### src/rtl/fifo_pkt_pkg.sv
// Shared sizing for the async_fifo read-side packer (fifo_rd_packer, fifo_rd_acc).
package fifo_pkt_pkg;
  localparam int PKT_DATA_WIDTH = 4;
  localparam int PKT_PACK_NUM   = 2;
  localparam int PKT_OUT_WIDTH  = PKT_DATA_WIDTH * PKT_PACK_NUM;
  localparam int PKT_CNT_W      = $clog2(PKT_PACK_NUM + 1);

  // Fill counter must reach PACK_NUM itself, hence +1.
  function automatic int cnt_width(input int pack_num);
    return $clog2(pack_num + 1);
  endfunction
endpackage

### src/rtl/fifo_rd_acc.sv
// Slot-indexed accumulator: each captured FIFO word lands in slot cnt, then cnt increments.
// Clear zeroes every slot so a partial (flushed) word carries zeros in unfilled slots.
module fifo_rd_acc
  import fifo_pkt_pkg::*;
#(
  parameter int DATA_WIDTH = PKT_DATA_WIDTH,
  parameter int PACK_NUM   = PKT_PACK_NUM
) (
  input  logic                                clk,
  input  logic                                rst,
  input  logic                                i_wr,
  input  logic                                i_clr,
  input  logic [DATA_WIDTH-1:0]               i_data,
  output logic [cnt_width(PACK_NUM)-1:0]      o_cnt,
  output logic [PACK_NUM-1:0][DATA_WIDTH-1:0] o_acc
);
  localparam int CNT_W = cnt_width(PACK_NUM);

  logic [CNT_W-1:0]                   r_cnt;
  logic [PACK_NUM-1:0][DATA_WIDTH-1:0] r_acc;

  always_ff @(posedge clk) begin
    if (rst || i_clr) begin
      r_cnt <= '0;
      r_acc <= '0;
    end else if (i_wr) begin
      r_cnt <= r_cnt + 1'b1;
      for (int i = 0; i < PACK_NUM; i++)
        if (r_cnt == CNT_W'(i)) r_acc[i] <= i_data;
    end
  end

  assign o_cnt = r_cnt;
  assign o_acc = r_acc;
endmodule

### src/rtl/fifo_rd_packer.sv
// Pops async_fifo words, packs PACK_NUM of them into one valid/ready word.
// Optional PACKER_FLUSH_EN adds flush/out_cnt to emit a partial group.
module fifo_rd_packer
  import fifo_pkt_pkg::*;
#(
  parameter int DATA_WIDTH = PKT_DATA_WIDTH,
  parameter int PACK_NUM   = PKT_PACK_NUM
) (
  input  logic                           rd_clk,
  input  logic                           rd_rst,
  input  logic                           fifo_empty,
  output logic                           fifo_rd_en,
  input  logic [DATA_WIDTH-1:0]          fifo_rd_data,
  output logic                           out_valid,
  input  logic                           out_ready,
  output logic [DATA_WIDTH*PACK_NUM-1:0] out_data
`ifdef PACKER_FLUSH_EN
  ,
  input  logic                           flush,
  output logic [cnt_width(PACK_NUM)-1:0] out_cnt
`endif
);
  localparam int OUT_WIDTH = DATA_WIDTH * PACK_NUM;
  localparam int CNT_W     = cnt_width(PACK_NUM);

  logic                                r_pop_d1;
  logic                                r_out_valid;
  logic [OUT_WIDTH-1:0]                r_out_data;
  logic [CNT_W-1:0]                    w_cnt;
  logic [PACK_NUM-1:0][DATA_WIDTH-1:0] w_acc;
  logic [CNT_W:0]                      w_fill;
  logic                                w_out_free;
  logic                                w_xfer;
  logic                                w_flush_go;

  fifo_rd_acc #(.DATA_WIDTH(DATA_WIDTH), .PACK_NUM(PACK_NUM)) u_acc (
    .clk    (rd_clk),
    .rst    (rd_rst),
    .i_wr   (r_pop_d1),
    .i_clr  (w_xfer || w_flush_go),
    .i_data (fifo_rd_data),
    .o_cnt  (w_cnt),
    .o_acc  (w_acc)
  );

  // Words already in the accumulator plus the one in flight must stay below PACK_NUM.
  assign w_fill     = {1'b0, w_cnt} + (CNT_W+1)'(r_pop_d1);
  assign w_out_free = !r_out_valid || out_ready;
  assign w_xfer     = (w_cnt == CNT_W'(PACK_NUM)) && w_out_free;

`ifdef PACKER_FLUSH_EN
  assign w_flush_go = flush && (w_cnt != '0) && !r_pop_d1 && w_out_free;
`else
  assign w_flush_go = 1'b0;
`endif

  assign fifo_rd_en = !fifo_empty && !rd_rst && !w_flush_go &&
                      (w_fill < (CNT_W+1)'(PACK_NUM));

  always_ff @(posedge rd_clk) begin
    if (rd_rst) r_pop_d1 <= 1'b0;
    else        r_pop_d1 <= fifo_rd_en;
  end

  always_ff @(posedge rd_clk) begin
    if (rd_rst) begin
      r_out_valid <= 1'b0;
      r_out_data  <= '0;
    end else if (w_xfer || w_flush_go) begin
      r_out_valid <= 1'b1;
      r_out_data  <= w_acc;
    end else if (r_out_valid && out_ready) begin
      r_out_valid <= 1'b0;
    end
  end

`ifdef PACKER_FLUSH_EN
  logic [CNT_W-1:0] r_out_cnt;

  always_ff @(posedge rd_clk) begin
    if (rd_rst)          r_out_cnt <= '0;
    else if (w_xfer)     r_out_cnt <= CNT_W'(PACK_NUM);
    else if (w_flush_go) r_out_cnt <= w_cnt;
  end

  assign out_cnt = r_out_cnt;
`endif

  assign out_valid = r_out_valid;
  assign out_data  = r_out_data;
endmodule

### config.mk
export PLATFORM = sky130hd
export DESIGN_NAME = fifo_rd_packer
export DESIGN_NICKNAME = d
export VERILOG_FILES = /design/src/rtl/fifo_pkt_pkg.sv /design/src/rtl/fifo_rd_acc.sv /design/src/rtl/fifo_rd_packer.sv
export SDC_FILE = /design/constraint.sdc
export NUM_CORES = 1
export LEC_CHECK = 0
export CAP_MARGIN = 10
export CORE_MARGIN = 3
export CORE_UTILIZATION = 25
export CTS_CLUSTER_SIZE = 25
export DETAILED_ROUTE_END_ITERATION = 16
export SLEW_MARGIN = 0
export SYNTH_ARGS = -nofsm -noshare
export SYNTH_HDL_FRONTEND = slang
export SYNTH_SLANG_ARGS = --single-unit
### constraint.sdc
create_clock -name rd_clk -period 2.2 [get_ports rd_clk]
set_input_delay 0.22 -clock rd_clk [delete_from_list [all_inputs] [get_ports rd_clk]]
set_output_delay 0.22 -clock rd_clk [all_outputs]
set_load 0.01 [all_outputs]
* Word-level counts from Yosys, hierarchy flattened
Cells that the tools add are included.
** Storage, ports and cells
- Input port bits :: 8
- Register bits :: 20
- Logic and storage cells :: 26
- Output and inout port bits :: 10
** Operators by class
- Magnitude comparators :: 1
- Reduce and logical (&&, ||, !) cells :: 13
- Equality and inequality tests :: 2
- Mux-type cells :: 2
- $add $sub $neg :: 2
** Operators by type and width (count)
- logical AND 1 bit :: 4
- AND reduction 2 bit :: 2
- adder 2 x 1 -> 3 bit :: 1
- zero test 1 bit :: 3
- < comparator 3 x 2 -> 1 bit, second input constant :: 1
- adder 2 x 1 -> 2 bit, second input constant :: 1
- equality test 2 x 1 -> 1 bit, second input constant :: 1
- equality test 2 bit, second input constant :: 1
- zero test 2 bit :: 1
- logical OR 1 bit :: 2
- 2-to-1 mux 1 bit :: 2
- nonzero test 2 bit :: 1

* Logic depth before layout (Yosys ltp)
- Depth after elaboration :: 4
- Gate-level depth with buffers :: 6
- Depth with buffers taken out :: 5

* Modules after synthesis
Synthesis repeated with hierarchy kept, for this count alone.
** Second synthesis, totals
- Cells, all modules :: 91
- Area, all modules :: 984.7 um^2
** By module, submodules not included
- fifo_rd_acc :: cells an instance 48, seq. area each 200.2 um^2, area an instance 530.5 um^2, times used 1
- fifo_rd_packer :: cells an instance 43, seq. area each 200.2 um^2, area an instance 454.2 um^2, times used 1

* Least setup slack after synthesis
Ideal clock, no wire load.
- Path type :: reg2reg
- Start point :: register u_acc.r_cnt[0] (netlist: u_acc.o_cnt[0])
- End point :: register u_acc.r_cnt[0] (netlist: u_acc.o_cnt[0])
- Arrival time :: 1.132 ns
- Setup time :: 0.126 ns
- Setup slack :: 0.942 ns
- Clock period less this slack :: 1.258 ns
- Data required time :: 2.074 ns
- Buffers on the path :: 1
- Cell stages (with the launch flop) :: 7
- Cells stage by stage :: dfxtp_1 -> inv_1 -> ha_1 -> buf_6 -> inv_4 -> o21bai_4 -> nor2_2
** On the way
- Cells in the longest elaborated chain, start to end :: 3
- Elaborated cells between the ends (all ways) :: 4
- Those cells by class :: add/sub (1); eq/ne (1); reduce/logical (2)
** Ends and longest elaborated chain
- from (decl) :: line fifo_rd_acc.sv:19 : logic [CNT_W-1:0] r_cnt;
- from (signal assigned) :: line fifo_rd_acc.sv:27 : r_cnt <= r_cnt + 1'b1;
- equality test 2 bit :: line fifo_rd_packer.sv:49 : assign w_xfer = (w_cnt == CNT_W'(PACK_NUM)) && w_out_free;
- logical AND 1 bit :: line fifo_rd_packer.sv:49
- logical OR 1 bit :: line fifo_rd_acc.sv:23 : if (rst || i_clr) begin
Parallel ways exist; a longest one is shown, timed or not.
A chain may end at the register's enable or synchronous reset.

* Worst setup path in the final report
- Start point :: register r_pop_d1
- End point :: output fifo_rd_en
** On the way
- Cells in the longest elaborated chain, start to end :: 3
** Ends and longest elaborated chain
- from (decl) :: line fifo_rd_packer.sv:26 : logic r_pop_d1;
- from (signal assigned) :: line fifo_rd_packer.sv:62 : else r_pop_d1 <= fifo_rd_en;
- adder 2 x 1 -> 3 bit :: line fifo_rd_packer.sv:47 : assign w_fill = {1'b0, w_cnt} + (CNT_W+1)'(r_pop_d1);
- < comparator 3 x 2 -> 1 bit :: line fifo_rd_packer.sv:58 : (w_fill < (CNT_W+1)'(PACK_NUM));
- logical AND 1 bit :: line fifo_rd_packer.sv:57 : assign fifo_rd_en = !fifo_empty && !rd_rst && !w_flush_go &&
- to (decl) :: line fifo_rd_packer.sv:12 : output logic fifo_rd_en,
Every way passes these cells.

==> metrics.csv <==
metric,value,unit
pwr-share-seq,51.3,%
grt_pass1_wl,2740,µm
arrival,1790,ps
status,"complete, no violations",
layout_common_cells,"dfxtp_1 (20), clkdlybuf4s50_1 (17), nand2_1 (10)",
synth.area.top_cells,"dfxtp_1 (45%), a21oi_2 (8.8%), nand3b_1 (5.9%), nand3_1 (4.5%), o21ai_1 (4.5%)",
slowest_delay,610,ps
finalCritPeriodShare,91.2,%
gp_congestion,0.722,
post_cts_resized,0,
cts_sinks,20,
grt-ovfl-total,0,
critPathLaunchType,flip-flop,
track_usage,7.99,%
yosysSeqAreaShare,44.7,%
crit_path_end_kind,output pin,
wl,1640,µm
report.power.total,752,µW
grt_antenna_before_repair,0,
clkLatencyLatePin,290,ps
finalHoldViolCount,0,
finalMaxSlewViolations,0,
p_switching,159,µW
setup_viol,0,
avgSynthCellArea,9.84,µm²
clock-root-buffer,clkbuf_4,
syn_inst,91,
holdPathStages,2,
final_layout_size_suffix_gt1_share,19.4,%
crit_chain,a2111oi_2 > clkdlybuf4s50_1,
final_nets,120,
cts_setup_buffers,0,
fin_util,33.6,%
p_int,594,µW
maxCapViolCount,0,
fmax,0.499,GHz
power_leakage,0.000381,µW
rsz0062_at_grt,no,
cts_tree,yes,
tns,0,ps
area_delta_synth_final,27.1,%
die-height,65.9,µm
grt_pass1_vias,633,
holdCritPathClass,reg -> reg,
fin_crit,2010,ps
comb_power_share,10.4,%
fp-row-count,21,
avgRoutedWirePerCell,10.6,µm
core-area,0.00339,mm²
crit_family,buffers and inverters,
htreeDepth,1,
p_clk_share,38.3,%
hpwl,1280,µm
critPathKind,reg -> out,
vias,661,
p_sw_share,21.1,%
synth-seq-cells,20,
netlist_area,896,µm²
cts_hold_buf,0,
start_util,26.4,%
worst_path_max_delay_cell,clkdlybuf4s50_1,
synth_nets,102,
cp_num_cells,2,
cts.clk_slew.worst_paths,100,ps
critical_path_buf_inv_count,1,
post-route-drc-count,0,
routed_via_density,4.29,
io_pins,18,
die-area,0.00434,mm²
grt_max_degree,19,
reg2regPathDepth,5,
final_common_cell,dfxtp_1,
antenna_cells,0,
crit_fanout,14,
antenna_left,0,
ir_worst_vdd,256,µV
required,1980,ps
synth_cell_type_count,22,
die_x,65.9,µm
cts_inserted_buffers,3,
dr.pass1.iters,4,
powerDensity,661,mW/mm²
fin_skew,7.06,ps
tightest_slew,490,ps
io_buffer_count,17,
yosysTopAreaCell,dfxtp_1,
drt_iter0_markers,41,
yosys_warnings,0,
max_slew_margin,67.3,%
clockBufferDepth,2,
synth_top_area_share,44.7,%
[cell type report]
cell class | count | area, µm²
fill | 347 | 2250
multi-input combinational | 63 | 437
clock buffer | 3 | 22.5
timing repair buffer | 18 | 178
inverter | 3 | 13.8
clock inverter | 1 | 30.0
sequential | 20 | 400
tap | 46 | 57.6
[synth_stat cells]
library cell / n
a21oi_2: 9
mux2i_1: 1
a2111oi_0: 1
nand3b_1: 7
inv_1: 2
nor2b_4: 1
buf_6: 3
nand3b_4: 1
nand3_1: 8
xnor2_1: 1
nand2_1: 10
buf_4: 1
ha_1: 3
nor2_1: 2
a2111oi_2: 1
clkbuf_1: 1
a21oi_1: 7
dfxtp_1: 20
nor2_2: 2
inv_4: 1
o21bai_4: 1
o21ai_1: 8
[flip-flops by register name (all words and copies together), names as in the netlist]
name         cells
out_data         8
u_acc.o_cnt      2
u_acc.o_acc      8
out_valid        1
r_pop_d1         1
[per-stage QoR]
stage / setup slack [ps] / hold slack, ps / instances / cell area, µm²
final: 194 / 476 / 154 / 1140
after CTS: 193 / 481 / 154 / 1140
after global routing: 115 / 494 / 154 / 1140
after floorplan: 942 / 303 / 91 / 896
after detailed placement: 419 / 463 / 150 / 1090
after global placement: 455 / 462 / 150 / 1090
[worst register-to-register path: cells and delay by family, from the launching register on]
family | cells | cell delay (ps)
flip-flops | 1 | 380
buffers and inverters | 2 | 230
adder cells (fa/ha/maj) | 1 | 440
AO/OA/AOI/OAI | 1 | 390
AND/OR/NAND/NOR | 1 | 70
[cell families after synthesis]
| kind of cell | Yosys count | share of synthesized area, % |
|---|---|---|
| simple gates | 31 | 20.5 |
| compound gates | 27 | 21.9 |
| xor+xnor | 1 | 0.978 |
| flops | 20 | 44.7 |
| fa+ha+maj | 3 | 4.19 |
| mux | 1 | 1.12 |
| buf+inv | 8 | 6.56 |
[power by group through the flow]
stage	Clock (µW)	Sequential, µW	Combinational, µW
global route	314	388	86.8
detailed placement	0	394	79.2
global placement	0	393	76.6
CTS	301	386	79.7
floorplan	0	389	55.4
finish	288	386	78.6
[worst paths after layout]
check	from	endpoint	slack, ps
worst max-delay path	r_pop_d1	fifo_rd_en	190
worst min-delay path	u_acc.o_acc[7]	u_acc.o_acc[7]	480
worst max register to register	u_acc.o_cnt[0]	u_acc.o_cnt[0]	590
worst min register to register	u_acc.o_acc[7]	u_acc.o_acc[7]	480
[metal layers]
layer  vias up  wire length, µm  global-route usage, %  part of all wire (%)
met4         0                4                   2.33                  0.24
met3         2               85                   1.53                   5.2
li1        349                -                      -                     -
met1       297              730                   9.28                    45
met5         -                0                      0                     0
met2        13              818                   14.6                    50
Note: power is estimated with default switching activity, not from simulation.
